**config.mk**
```make
export PLATFORM = sky130hd
export DESIGN_NAME = cdc_sync_edge
export DESIGN_NICKNAME = d
export VERILOG_FILES = /design/src/rtl/cdc_sync_edge.sv
export SDC_FILE = /design/constraint.sdc
export NUM_CORES = 1
export LEC_CHECK = 0
export CAP_MARGIN = 20
export CORE_MARGIN = 8
export CORE_UTILIZATION = 45
export CTS_CLUSTER_DIAMETER = 150
export CTS_CLUSTER_SIZE = 30
export DETAILED_ROUTE_END_ITERATION = 12
export HOLD_SLACK_MARGIN = 0.05
export PLACE_DENSITY = 0.78
export SYNTH_ARGS = -nofsm -noshare
export SYNTH_HDL_FRONTEND = slang
export SYNTH_SLANG_ARGS = --single-unit
```
**constraint.sdc**
```tcl
create_clock -name clk -period 2.3 [get_ports clk]
set_input_delay 0.69 -clock clk [delete_from_list [all_inputs] [get_ports clk]]
set_output_delay 0.69 -clock clk [all_outputs]
set_load 0.02 [all_outputs]
```
**src/rtl/cdc_sync_edge.sv**
```systemverilog
// Multi-channel level synchronizer with registered rise/fall/any-edge pulses.
// Optional per-channel glitch filter compiled in with CDC_SYNC_FILTER_EN.
module cdc_sync_edge #(
    parameter int   pCHANNELS = 4,
    parameter int   pSTAGES   = 2,
    parameter logic pRST_VAL  = 1'b0,
    parameter int   pFILT_LEN = 4
) (
    input  logic                 clk,
    input  logic                 rst_n,
    input  logic [pCHANNELS-1:0] d,
    output logic [pCHANNELS-1:0] q,
    output logic [pCHANNELS-1:0] rise,
    output logic [pCHANNELS-1:0] fall,
    output logic                 any_edge
);

    if (pCHANNELS < 1 || pCHANNELS > 32) begin : g_bad_ch
        $error("pCHANNELS out of range");
    end
    if (pSTAGES < 2 || pSTAGES > 4) begin : g_bad_st
        $error("pSTAGES out of range");
    end
    if (pFILT_LEN < 2 || pFILT_LEN > 255) begin : g_bad_fl
        $error("pFILT_LEN out of range");
    end

    logic [pSTAGES-1:0][pCHANNELS-1:0] chain;
    logic [pCHANNELS-1:0]              sync;
    logic [pCHANNELS-1:0]              rise_n;
    logic [pCHANNELS-1:0]              fall_n;

    // d feeds the first stage directly; nothing sits in front of it
    always_ff @(posedge clk or negedge rst_n) begin
        if (!rst_n) begin
            chain <= {(pSTAGES*pCHANNELS){pRST_VAL}};
        end else begin
            chain <= {chain[pSTAGES-2:0], d};
        end
    end

    assign sync = chain[pSTAGES-1];

`ifdef CDC_SYNC_FILTER_EN
    localparam int CW = $clog2(pFILT_LEN + 1);

    logic [pCHANNELS-1:0] q_r;
    logic [pCHANNELS-1:0] upd;
    logic [CW-1:0]        cnt   [pCHANNELS];
    logic [CW-1:0]        cnt_n [pCHANNELS];

    always_comb begin
        upd = '0;
        for (int i = 0; i < pCHANNELS; i++) begin
            cnt_n[i] = '0;
            if (sync[i] != q_r[i]) begin
                // the edge completing pFILT_LEN differing cycles commits
                if (cnt[i] >= CW'(pFILT_LEN - 1)) begin
                    upd[i] = 1'b1;
                end else begin
                    cnt_n[i] = cnt[i] + 1'b1;
                end
            end
        end
    end

    always_ff @(posedge clk or negedge rst_n) begin
        if (!rst_n) begin
            q_r <= {pCHANNELS{pRST_VAL}};
            for (int i = 0; i < pCHANNELS; i++) begin
                cnt[i] <= '0;
            end
        end else begin
            q_r <= q_r ^ upd;
            for (int i = 0; i < pCHANNELS; i++) begin
                cnt[i] <= cnt_n[i];
            end
        end
    end

    assign rise_n = upd & sync;
    assign fall_n = upd & ~sync;
    assign q      = q_r;
`else
    // the stage feeding the last one is next cycle's q
    assign rise_n = chain[pSTAGES-2] & ~chain[pSTAGES-1];
    assign fall_n = ~chain[pSTAGES-2] & chain[pSTAGES-1];
    assign q      = sync;
`endif

    always_ff @(posedge clk or negedge rst_n) begin
        if (!rst_n) begin
            rise     <= '0;
            fall     <= '0;
            any_edge <= 1'b0;
        end else begin
            rise     <= rise_n;
            fall     <= fall_n;
            any_edge <= |(rise_n | fall_n);
        end
    end

endmodule

```
== Word level (Yosys, flattened, before mapping) ==
Cells that the tools add are included.
Word-level totals
  register bits: 17
  word-level logic and storage cells: 11
  bits of input ports: 6
Cells by class
  reduce and logical (&&, ||, !) cells: 1
  bitwise gates (word level): 5
Operators by type and width (number)
  $and 4x4->4: 2
  $not 4->4: 2
  $or 4x4->4: 1
  $reduce_or 4->1: 1

== Depth between registers and ports, before layout ==
Gate-level depths: netlist of the first run.
  depth in word-level cells: 4
  gate-level depth with buffers: 3

== Worst setup path before layout of the first run ==
OpenSTA, ideal clock, no wires.
  path kind: reg-to-output
  from: register chain, in the netlist q[0]
  to: output q[0]
  stages on the path, launching flop included: 2
  arrival: 522 ps
  data required time: 1610 ps
  setup slack: 1088 ps
  path buffers: 1
  cells stage by stage: dfrtp_1 buf_4
RTL lines
  start: declaration: RTL line 28  | logic [pSTAGES-1:0][pCHANNELS-1:0] chain;
  start signal: assignment: RTL line 36  | chain <= {(pSTAGES*pCHANNELS){pRST_VAL}};
  start signal: assignment: RTL line 38  | chain <= {chain[pSTAGES-2:0], d};
  end: declaration: RTL line 12  | output logic [pCHANNELS-1:0] q,
No word-level cell between the ends.

== Final worst setup path of the first run ==
  from: register chain, in the netlist q[3]
  to: output q[3]
No word-level cell between the ends.

==> flow_metrics.py, run 1 <==
metrics = {
    "place": {
        "dp_hpwl_microns": 655,
        "portBuffers": 18,
        "place_congestion": 0.641,
    },
    "clocking": {
        "clock_latency_ps": 290,
        "clk_path_buf_depth": 2,
        "cts_tree": "yes",
        "postCtsSetupBuffers": 0,
        "htreeDepth": 1,
        "numClockSinks": 17,
        "hold_buffers": 0,
        "cts_made_buffers": 3,
        "clk_pin_slew_ps": 90,
        "cts_root_buf": "clkbuf_4",
        "cts_resized": 0,
    },
    "worst_setup_path": {
        "critPathArrivalTime_ps": 1280,
        "cp-end-kind": "primary output",
        "reg2reg_slack_ps": 1360,
        "max_stage_delay_ps": 610,
        "cp_max_fo": 3,
        "cp.required_ps": 1610,
        "crit_path_cell_trace": "clkdlybuf4s50_1",
        "r2r-end": "any_edge",
        "path_class": "reg -> out",
        "crit_path_top_delay_cell": "clkdlybuf4s50_1",
        "crit_family": "buffers and inverters",
        "rr_worst_depth": 3,
        "startpoint_type": "flip-flop",
        "path_buf_inv": 1,
        "rr_startpoint": "chain[0]",
    },
    "floorplanning": {
        "ios": 19,
        "coreArea_sq_um": 1270,
        "die_w_microns": 52.3,
        "start_util_pct": 46.6,
        "die_area_sq_um": 2730,
        "rows": 13,
        "die_h_microns": 52.3,
    },
    "global_route": {
        "grt_start_max_net_pins": 18,
        "grt_antenna_before_repair": 0,
        "overflow": 0,
        "grt_use_total_pct": 6.84,
        "grt_pass1_wl_microns": 1320,
        "grt_pass1_vias": 329,
    },
    "min_path": {
        "hold_end": "q[3]",
        "min-delay-path-class": "reg -> reg",
        "hp-start": "chain[3]",
        "min_path_cells": 0,
    },
    "logic_synthesis": {
        "syn_avg_cell_area_sq_um": 15.6,
        "syn-num-nets": 52,
        "ys_ff_latch": 17,
        "yosysSeqAreaShare_pct": 71.9,
        "ys_types": 5,
        "postSynthCellCount": 38,
        "yosysWarnings": 0,
        "netlist_area_sq_um": 592,
    },
    "route": {
        "first_pass_iters": 1,
        "via_count": 312,
        "vias_per_cell": 4.33,
        "drcViolationCount": 0,
        "postRouteWirelength_microns": 838,
        "drtIter0Drc": 0,
        "ant_nets": 0,
        "wl_per_cell_microns": 11.6,
    },
    "power": {
        "pwr_density_cell_nw_per_um2": 677,
        "peakVddDrop_mv": 0.377,
        "power.leakage_nw": 0.400,
        "fin_total_pwr_w": 0.000538,
    },
    "timing": {
        "rsz0062_at_grt": "false",
        "finalClockSkew_ps": 5.50,
        "slew_violations": 0,
        "period_minus_slack_ps": 1970,
        "tns_ps": 0,
        "timing.slew.headroom_pct": 84.7,
        "setup_viol": 0,
        "finalHoldViolations": 0,
        "tightestPinTransition_ps": 229,
        "period_share_pct": 85.7,
        "max_freq_mhz": 507,
    },
    "finish": {
        "syn_to_final_growth_pct": 34.2,
        "nNetsFinal": 72,
        "drive_above_1_share_pct": 7.02,
        "antenna_cells": 0,
        "nFillCells": 99,
    },
    "job": {
        "max_cap_viol_count": 0,
    },
    "outcome": {
        "outcome": "complete, no violations",
    },
}
[cells in the mapped netlist (all sizes together)]
| master | n | share of area (%) |
|---|---|---|
| buf | 4 | 5.1 |
| nand4 | 1 | 1.1 |
| ha | 8 | 17 |
| inv | 8 | 5.1 |
| dfrtp | 17 | 72 |
[state kept, by name, summed over array words and instances (netlist names)]
register and cells:
rise 4, q 4, any_edge 1, fall 4, chain 4
[worst max path at each step]
stage,start,end,slack (ps),cells after the start
after floorplan,q[0],q[0],1090,1
after detailed placement,q[2],q[2],630,1
after global placement,q[2],q[2],640,1
final,q[3],q[3],330,1
after CTS,q[3],q[3],310,1
after global routing,q[2],q[2],260,1
[layout by cell type, fill, tap and decap left out]
cell / n
dfrtp_1: 17
clkdlybuf4s50_1: 18
clkbuf_1: 1
inv_1: 8
nand4_1: 1
ha_1: 8
clkbuf_4: 3
buf_4: 1
[logic make-up (layout without fill, tap and decap cells)]
group | Yosys count | count (layout) | share of synthesized area (%)
fa+ha+maj | 8 | 8 | 16.9
buf+inv | 12 | 31 | 10.1
flops | 17 | 17 | 71.9
simple gates | 1 | 1 | 1.06
[worst reg2reg max path: cells and delay by family (launching register included)]
| kind | cells | cell delay (ps) |
|---|---|---|
| adders and majority gates | 1 | 280 |
| DFF | 1 | 380 |
| buffers and inverters | 1 | 60 |
| and+or+nand+nor | 1 | 100 |
[layer usage]
metal / track usage, % / part of all wire [%] / wire length (microns) / up-vias
met5: 0 / 0 / 0 / -
met4: 6.47 / 3.7 / 31 / 0
met3: 3.41 / 12 / 100 / 5
met2: 10.6 / 48 / 400 / 15
met1: 6.41 / 36 / 304 / 145
li1: - / - / - / 147
[where the power goes]
group | switching (W) | internal (W) | total (W)
Combinational | 0.0000319 | 0.0000330 | 0.0000648
Sequential | 0.00000759 | 0.000314 | 0.000321
Clock | 0.0000846 | 0.0000674 | 0.000152
Total | 0.000124 | 0.000414 | 0.000538
[through the flow]
step                      hold WS (ps)  util (%)  worst slack [ps]  std cells  cell area, sq um
after global placement             391      60.6               638         68               768
after CTS                          416      62.6               309         72               795
after detailed placement           391      60.6               635         68               768
after global routing               434      62.6               264         72               795
after floorplan                    380         -              1090         38               592
final                              413      62.6               329         72               795
[layout make-up]
type,count,area [sq um],area share [%]
inverters,8,30.0,3.78
flip-flops and latches,17,425,53.5
clock buffers,4,26.3,3.31
well taps,15,18.8,2.36
repair buffers,19,188,23.6
multi-input cells,9,106,13.4
Power figures use the tool's default switching activity.
==> run 2: changes to the inputs <==
CTS_CLUSTER_SIZE = not set   (was 30)
HOLD_SLACK_MARGIN = not set   (was 0.05)
==> results of run 2 <==
Same layout as run 1: the final DEF is identical, and so are final timing and power.
